## src/rtl/pipe_hazard_ctrl_pkg.sv

```systemverilog
// Shared types for the pipeline hazard controller: forward-select encoding,
// controller state encoding and the default multiply/divide wait limit.
package pipe_hazard_ctrl_pkg;

    typedef enum logic [1:0] {
        FWD_REG     = 2'd0,
        FWD_EX_ALU  = 2'd1,
        FWD_MEM_ALU = 2'd2,
        FWD_MEM_RD  = 2'd3
    } fwd_sel_e;

    typedef enum logic [1:0] {
        ST_RUN        = 2'd0,
        ST_LOAD_STALL = 2'd1,
        ST_MUL_WAIT   = 2'd2,
        ST_FLUSH      = 2'd3
    } state_e;

    localparam int MUL_TIMEOUT_DEF = 64;

endpackage

```

## src/rtl/hazard_fwd_sel.sv

```systemverilog
// One-operand forwarding priority: EX ALU result beats anything in MEM;
// in MEM, a load's read data is picked over its (meaningless) ALU result.
module hazard_fwd_sel
    import pipe_hazard_ctrl_pkg::*;
(
    input  logic [4:0] rs,
    input  logic       use_rs,
    input  logic [4:0] ex_rd,
    input  logic       ex_wen,
    input  logic       ex_load,
    input  logic [4:0] mem_rd,
    input  logic       mem_wen,
    input  logic       mem_load,
    output fwd_sel_e   sel
);

    logic ex_match;
    logic mem_match;

    assign ex_match  = ex_wen && !ex_load && (ex_rd == rs);
    assign mem_match = mem_wen && (mem_rd == rs);

    // Priority select; register x0 and unused operands always read the regfile.
    always_comb begin
        sel = FWD_REG;
        if (rs == 5'd0 || !use_rs) begin
            sel = FWD_REG;
        end else if (ex_match) begin
            sel = FWD_EX_ALU;
        end else if (mem_match && mem_load) begin
            sel = FWD_MEM_RD;
        end else if (mem_match) begin
            sel = FWD_MEM_ALU;
        end
    end

endmodule

```

## src/rtl/pipe_hazard_ctrl.sv

```systemverilog
// Pipeline hazard controller: operand forwarding, load-use stall,
// multi-cycle mul/div wait with timeout, and branch flush.
//
//   state         | meaning
//   --------------+-----------------------------------------------------
//   ST_RUN        | normal issue; watches branch, mul start, load-use
//   ST_LOAD_STALL | one-cycle stall, bubble into EX while load reaches MEM
//   ST_MUL_WAIT   | front end held, EX holds mul/div until done or timeout
//   ST_FLUSH      | second cycle of a branch redirect flush
module pipe_hazard_ctrl
    import pipe_hazard_ctrl_pkg::*;
#(
    parameter int MUL_TIMEOUT = MUL_TIMEOUT_DEF
) (
    input  logic        clk_i,
    input  logic        reset_i,
    input  logic [4:0]  id_rs1_i,
    input  logic [4:0]  id_rs2_i,
    input  logic        id_use_rs1_i,
    input  logic        id_use_rs2_i,
    input  logic [4:0]  ex_rd_i,
    input  logic        ex_wen_i,
    input  logic        ex_mem_rd_i,
    input  logic [4:0]  mem_rd_i,
    input  logic        mem_wen_i,
    input  logic        mem_access_i,
    input  logic        branch_taken_i,
    input  logic        mul_start_i,
    input  logic        mul_done_i,
    output logic [1:0]  fwd_a_o,
    output logic [1:0]  fwd_b_o,
    output logic        if_stall_o,
    output logic        id_stall_o,
    output logic        ex_bubble_o,
    output logic        id_flush_o,
    output logic        ex_flush_o,
    output logic        mul_timeout_o,
    output logic [15:0] stall_cnt_o
);

    localparam int CW = $clog2(MUL_TIMEOUT) + 1;

    state_e          state;
    state_e          state_nxt;
    logic [CW-1:0]   mul_cnt;
    logic            mul_load;
    logic            mul_dec;
    logic            timeout_set;
    logic            load_use;
    logic            if_stall;
    logic            id_stall;
    logic            ex_bubble;
    logic            flush;
    fwd_sel_e        fwd_a;
    fwd_sel_e        fwd_b;

    hazard_fwd_sel u_fwd_a (
        .rs       (id_rs1_i),
        .use_rs   (id_use_rs1_i),
        .ex_rd    (ex_rd_i),
        .ex_wen   (ex_wen_i),
        .ex_load  (ex_mem_rd_i),
        .mem_rd   (mem_rd_i),
        .mem_wen  (mem_wen_i),
        .mem_load (mem_access_i),
        .sel      (fwd_a)
    );

    hazard_fwd_sel u_fwd_b (
        .rs       (id_rs2_i),
        .use_rs   (id_use_rs2_i),
        .ex_rd    (ex_rd_i),
        .ex_wen   (ex_wen_i),
        .ex_load  (ex_mem_rd_i),
        .mem_rd   (mem_rd_i),
        .mem_wen  (mem_wen_i),
        .mem_load (mem_access_i),
        .sel      (fwd_b)
    );

    assign fwd_a_o = fwd_a;
    assign fwd_b_o = fwd_b;

    assign load_use = ex_mem_rd_i && ex_wen_i && (ex_rd_i != 5'd0) &&
                      ((id_use_rs1_i && (id_rs1_i == ex_rd_i)) ||
                       (id_use_rs2_i && (id_rs2_i == ex_rd_i)));

    // Next-state and stall/flush decode; branch > mul start > load-use.
    always_comb begin
        state_nxt   = state;
        if_stall    = 1'b0;
        id_stall    = 1'b0;
        ex_bubble   = 1'b0;
        flush       = 1'b0;
        mul_load    = 1'b0;
        mul_dec     = 1'b0;
        timeout_set = 1'b0;
        case (state)
            ST_RUN: begin
                if (branch_taken_i) begin
                    flush     = 1'b1;
                    state_nxt = ST_FLUSH;
                end else if (mul_start_i) begin
                    mul_load  = 1'b1;
                    state_nxt = ST_MUL_WAIT;
                end else if (load_use) begin
                    state_nxt = ST_LOAD_STALL;
                end
            end
            ST_LOAD_STALL: begin
                if_stall  = 1'b1;
                id_stall  = 1'b1;
                ex_bubble = 1'b1;
                state_nxt = ST_RUN;
            end
            ST_MUL_WAIT: begin
                if (mul_done_i) begin
                    state_nxt = ST_RUN;
                end else begin
                    if_stall = 1'b1;
                    id_stall = 1'b1;
                    if (mul_cnt == '0) begin
                        timeout_set = 1'b1;
                        state_nxt   = ST_RUN;
                    end else begin
                        mul_dec = 1'b1;
                    end
                end
            end
            ST_FLUSH: begin
                flush     = 1'b1;
                state_nxt = ST_RUN;
            end
            default: state_nxt = ST_RUN;
        endcase
    end

    // Control outputs are forced quiet while reset is being sampled.
    assign if_stall_o  = if_stall  && !reset_i;
    assign id_stall_o  = id_stall  && !reset_i;
    assign ex_bubble_o = ex_bubble && !reset_i;
    assign id_flush_o  = flush     && !reset_i;
    assign ex_flush_o  = flush     && !reset_i;

    // State, wait down-counter, sticky timeout flag and saturating stall count.
    always_ff @(posedge clk_i) begin
        if (reset_i) begin
            state         <= ST_RUN;
            mul_cnt       <= '0;
            mul_timeout_o <= 1'b0;
            stall_cnt_o   <= 16'd0;
        end else begin
            state <= state_nxt;
            if (mul_load) begin
                mul_cnt <= CW'(MUL_TIMEOUT - 1);
            end else if (mul_dec) begin
                mul_cnt <= mul_cnt - 1'b1;
            end
            if (timeout_set) begin
                mul_timeout_o <= 1'b1;
            end
            if (if_stall && stall_cnt_o != 16'hFFFF) begin
                stall_cnt_o <= stall_cnt_o + 16'd1;
            end
        end
    end

endmodule

```

## config.mk

```make
export PLATFORM = sky130hd
export DESIGN_NAME = pipe_hazard_ctrl
export DESIGN_NICKNAME = d
export VERILOG_FILES = /design/src/rtl/pipe_hazard_ctrl_pkg.sv /design/src/rtl/hazard_fwd_sel.sv /design/src/rtl/pipe_hazard_ctrl.sv
export SDC_FILE = /design/constraint.sdc
export NUM_CORES = 1
export LEC_CHECK = 0
export CORE_MARGIN = 5
export CORE_UTILIZATION = 35
export CTS_BUF_LIST = sky130_fd_sc_hd__clkbuf_4
export CTS_CLUSTER_DIAMETER = 40
export DETAILED_ROUTE_END_ITERATION = 12
export HOLD_SLACK_MARGIN = 0.02
export SKIP_CTS_REPAIR_TIMING = 1
export SLEW_MARGIN = 0
export SYNTH_ARGS = -nofsm -noshare
export SYNTH_HDL_FRONTEND = slang
export SYNTH_SLANG_ARGS = --single-unit
```

## constraint.sdc

```tcl
create_clock -name clk_i -period 2.8 [get_ports clk_i]
set_clock_uncertainty 0.1 [all_clocks]
set_input_delay 0.84 -clock clk_i [delete_from_list [all_inputs] [get_ports clk_i]]
set_output_delay 0.84 -clock clk_i [all_outputs]
set_load 0.1 [all_outputs]
```

==> qor.yml, run 1 <==
outcome: "complete, but fails checks"
violations: "negative setup slack"
grt_pass1_vias: 1788
synth-seq-area-share_pct: 29.32
r2r-end: "stall_cnt_o[9]$_SDFFE_PP0P_"
hold_depth: 2
via_per_inst: 4.824
cp-end-kind: "primary output"
clk_latency_ps: 330
cts_max_level: 1
die_height_microns: 81.23
final_util_pct: 59.69
die_x_microns: 81.23
worstRegToRegCells: 6
grt_max_degree: 24
coreArea_sq_um: 5010
grt_pass1_wl_microns: 8280
wirelength_microns: 4949
multi_input_area_sq_um: 1446
fillers: 486
ant_nets: 0
synthFlopType: "dfxtp_1"
grt_setup_unrepaired: "true"
synth_fp_nets: 254
antenna_found_initial: 0
max_slew.worst_pin.slew_ps: 525.1
drtIter0Drc: 57
place_hpwl_microns: 3980
synth_cell_types: 40
synth-edff-count: 0
whs_ps: 399.8
cts_root_buffer: "clkbuf_4"
netlist_area_sq_um: 1775
rows: 26
hold_path.startpoint: "mul_timeout_o$_SDFFE_PP0P_"
grt_usage_pct: 15.94
wl_per_cell_microns: 13.41
final_max_slew_viol_count: 0
crit_required_ps: 1860
setup_viol: 4
min_path_type: "flop to flop"
cts_buffers: 3
nNetsFinal: 338
diodes: 0
yosysWarnings: 0
max_freq_mhz: 332.3
fin_total_pwr_mw: 1.211
relSlewSlack_pct: 64.73
timing.final.hold_violations: 0
drc: 0
drive_gt1_share_pct: 37.79
critPathMaxFanout: 2
final_common_cell: "buf_4"
critical_path.startpoint_type: "primary input"
first_pass_iters: 4
r2r_start: "stall_cnt_o[0]$_SDFFE_PP0P_"
min_to: "mul_timeout_o$_SDFFE_PP0P_"
vias: 1780
portBuffers: 56
power_density_nw_per_um2: 405.1
dp_slack_ps: -653.5
period_needed_ps: 3009
fp.dieArea_sq_um: 6598
r2r_setup_slack_ps: 670
layout_setup_ws_ps: -209.4
drv_cap: 0
finalNonFillerCells: 369
path_class: "primary input to primary output"
ys_ff_latch: 26
dp_cells: 362
cts_tree: "yes"
async_flop_share_pct: 0
clkSlewWorstSetupHoldPaths_ps: 150
fin_crit_sh_pct: 107.5
grt_overflow: 0
initial_utilization_pct: 35.44
clock_path_buffers: 2
ir_drop_mv: 0.3798
seq_area_sq_um: 520.5
ios: 57
leakage_nw: 1.263
syn_avg_cell_area_sq_um: 8.220
area_delta_synth_final_pct: 68.43
worstPathArrival_ps: 2070
gp_congestion: 0.8083
final_cell_mix: "43 x buf_4, 26 x dfxtp_1, 23 x xnor2_1, 19 x nor2_1"
cts.sinks: 26
synthesis.instances: 216
## per-layer routing
metal / GRT usage, % / up-vias / routed length [microns]
met5: 0 / - / 0
met4: 3.547 / 0 / 25
met3: 2.328 / 2 / 193
met2: 28.57 / 33 / 2489
met1: 20.05 / 823 / 2241
li1: - / 922 / -
## sequential cells by signal (all words and copies together), names as in the netlist
signal         cells
mul_cnt            7
stall_cnt_o       16
state              2
mul_timeout_o      1
## cells by family after synthesis
logic type | Yosys count | synth area share, %
AOI/OAI and AO/OA | 33 | 11.63
xor gates and xnor gates | 37 | 18.25
adders and majority gates | 7 | 4.933
buffers and inverters | 17 | 4.509
DFF | 26 | 29.32
muxes | 6 | 3.524
and+or+nand+nor | 90 | 27.84
## area by class of cell
type / instances / area share (%)
multi-input cells: 173 / 48.37
flip-flops and latches: 26 / 17.41
inverters: 9 / 1.130
repair buffers: 87 / 28.41
clock buffers: 3 / 0.7531
well taps: 70 / 2.929
clock inverters: 1 / 1.004
## worst max path at each step
stage,slack (ps),cells past startpoint,to,from
2_1_floorplan,-250,3,id_flush_o,reset_i
3_3_place_gp,-640,7,fwd_a_o[0],id_rs1_i[1]
3_5_place_dp,-650,7,fwd_a_o[0],id_rs1_i[1]
4_1_cts,-650,7,fwd_a_o[0],id_rs1_i[1]
5_1_grt,-260,7,fwd_a_o[0],id_rs1_i[2]
6_report,-210,7,fwd_a_o[0],id_rs1_i[2]
## synth_stat cells (4+ instances only)
| cell type | instances | area (sq um) |
|---|---|---|
| a211oi_1 | 7 | 52.55 |
| a21oi_1 | 13 | 65.06 |
| dfxtp_1 | 26 | 520.5 |
| ha_1 | 7 | 87.58 |
| inv_1 | 9 | 33.78 |
| mux2i_1 | 4 | 40.04 |
| nand2_1 | 12 | 45.04 |
| nand3_1 | 13 | 65.06 |
| nand4_1 | 5 | 31.28 |
| nor2_1 | 21 | 78.83 |
| nor2b_1 | 5 | 31.28 |
| nor3_1 | 9 | 45.04 |
| o21ai_0 | 5 | 25.02 |
| xnor2_1 | 33 | 289.0 |
| xor2_1 | 4 | 35.03 |
## worst max-delay path, cell delays in order
cell and delay (ps):
buf_6 100, buf_6 110, xnor2_2 150, nand3_2 80
or3_4 390, o22ai_4 200, buf_12 190
## power by group
part	internal [mW]	switching, mW	leakage (nW)	total [mW]
clock	0.145	0.115	0.0279	0.260
sequential	0.397	0.0267	0.211	0.424
combinational	0.238	0.290	1.02	0.528
total	0.780	0.432	1.26	1.21
## through the flow
| stage | area (sq um) | TNS [ps] |
|---|---|---|
| floorplan | 2018 | -731.2 |
| global placement | 2844 | -3043 |
| detailed placement | 2844 | -3099 |
| CTS | 2897 | -3066 |
| global route | 2990 | -829.7 |
| finish | 2990 | -672.2 |
No activity file was read; power rests on OpenSTA's default activity.
==> inputs of run 2 (changes only) <==
==> constraint.sdc (replaced) <==
create_clock -name clk_i -period 3.2 [get_ports clk_i]
set_clock_uncertainty 0.1 [all_clocks]
set_input_delay 0.96 -clock clk_i [delete_from_list [all_inputs] [get_ports clk_i]]
set_output_delay 0.96 -clock clk_i [all_outputs]
set_load 0.1 [all_outputs]
==> run 2 against run 1 <==
The run still ends with negative setup slack left. Combinational power decreased by 15%. First-iteration DRC count down 1.8%. Sequential power is 12% lower. Critical path depth unchanged. Global-route usage shrank 0.48 points. Largest power group unchanged.
==> qor.yml, run 2 (same netlist as run 1, synthesis figures left out) <==
vias: 1786
drtIter0Drc: 56
critPathMaxFanout: 2
grt_pass1_vias: 1673
area_delta_synth_final_pct: 64.83
timing.final.hold_violations: 0
relSlewSlack_pct: 65.95
max_slew.worst_pin.slew_ps: 506.9
r2r-end: "stall_cnt_o[15]$_SDFFE_PP0P_"
path_class: "primary input to primary output"
power_density_nw_per_um2: 357.9
max_freq_mhz: 307.0
whs_ps: 389.7
cts.sinks: 26
fp.dieArea_sq_um: 6598
outcome: "complete, but fails checks"
drc: 0
grtUsageMet1_pct: 20.08
grt_overflow: 0
antenna_found_initial: 0
cts_root_buffer: "clkbuf_4"
min_to: "mul_timeout_o$_SDFFE_PP0P_"
via_per_inst: 4.853
fin_crit_sh_pct: 101.8
critical_path.startpoint_type: "primary input"
r2r_start: "state[1]$_SDFFE_PP0P_"
portBuffers: 56
clock_path_buffers: 2
worstPathArrival_ps: 2200
hold_path.startpoint: "mul_timeout_o$_SDFFE_PP0P_"
diodes: 0
final_cell_mix: "42 x buf_4, 26 x dfxtp_1, 24 x xnor2_1, 19 x nor2_1, 13 x a21oi_1"
final_max_slew_viol_count: 0
crit_required_ps: 2140
largest_registers: "stall_cnt_o x16, mul_cnt x7, state x2"
violations: "negative setup slack"
hold_depth: 2
drv_cap: 0
grt_max_degree: 16
wirelength_microns: 5065
die_x_microns: 81.23
cts_buffers: 3
busiest_layer: "met2"
final_common_cell: "buf_4"
initial_utilization_pct: 35.44
regMostFlops: "stall_cnt_o"
place_area_sq_um: 2724
fillers: 464
cp-end-kind: "primary output"
wl_per_cell_microns: 13.76
grtUsageMet3_pct: 1.774
ir_drop_mv: 0.2491
grt_usage_pct: 15.46
min_path_type: "flop to flop"
fin_total_pwr_mw: 1.047
largest_reg_flops: 16
grtUsageMet2_pct: 26.77
ant_nets: 0
rows: 26
layout_setup_ws_ps: -57.11
nNetsFinal: 337
ios: 57
setup_viol: 4
gp_congestion: 0.8192
leakage_nw: 1.243
grt_pass1_wl_microns: 7941
cts_max_level: 1
clk_latency_ps: 330
place_hpwl_microns: 3983
r2r_setup_slack_ps: 1040
first_pass_iters: 4
worstRegToRegCells: 6
clkSlewWorstSetupHoldPaths_ps: 150
final_cell_area_sq_um: 2927
die_height_microns: 81.23
period_needed_ps: 3257
coreArea_sq_um: 5010
cts_tree: "yes"
fin_setup_tns_ps: -139.5
drive_gt1_share_pct: 36.24
grt_setup_unrepaired: "true"
==> run 2: report_power, final <==
part | switching, mW | internal, mW | total (mW)
logic | 0.251 | 0.197 | 0.448
clock network | 0.102 | 0.127 | 0.229
registers | 0.0233 | 0.347 | 0.371
total | 0.376 | 0.671 | 1.05
==> run 2: routing by layer <==
metal | wire, microns | vias up | share of wire, %
met3 | 117 | 9 | 2.3
li1 | - | 919 | -
met4 | 123 | 0 | 2.4
met1 | 2198 | 826 | 43
met2 | 2626 | 32 | 52
met5 | 0 | - | 0
==> run 2: through the flow <==
| step | util [%] | cells | setup WS, ps |
|---|---|---|---|
| 6_report | 58.42 | 368 | -57.11 |
| 5_1_grt | 58.42 | 368 | -136.8 |
| 4_1_cts | 55.42 | 366 | -438.6 |
| 3_5_place_dp | 54.37 | 362 | -437.3 |
| 3_3_place_gp | 54.37 | 362 | -416.4 |
| 2_1_floorplan | - | 216 | -288.4 |
==> run 2: how the worst max path moves through the flow <==
stage                      startpoint  depth (start not counted)  slack, ps         end
after global placement    id_rs2_i[3]                          7       -420  fwd_b_o[0]
after detailed placement  id_rs1_i[1]                          7       -440  fwd_a_o[0]
final                     id_rs1_i[2]                          7        -60  fwd_a_o[0]
after global routing      id_rs2_i[0]                          8       -140  fwd_b_o[0]
after CTS                 id_rs1_i[1]                          7       -440  fwd_a_o[0]
after floorplan               reset_i                          3       -290  id_flush_o
==> run 2: layout make-up <==
class                      instances  area (sq um)  share of cell area [%]
multi-input combinational        173          1393                   47.58
timing repair buffer              86         839.6                   28.69
clock buffer                       3         22.52                  0.7696
clock inverter                     1         30.03                   1.026
sequential                        26         520.5                   17.79
tap                               70         87.58                   2.993
inverter                           9         33.78                   1.154
==> run 2: critical path, cell delays in order <==
cell and delay, ps:
buf_6 100, buf_6 120, xnor2_2 160, nand3_2 100, or3_4 360, o22ai_4 200, buf_12 190
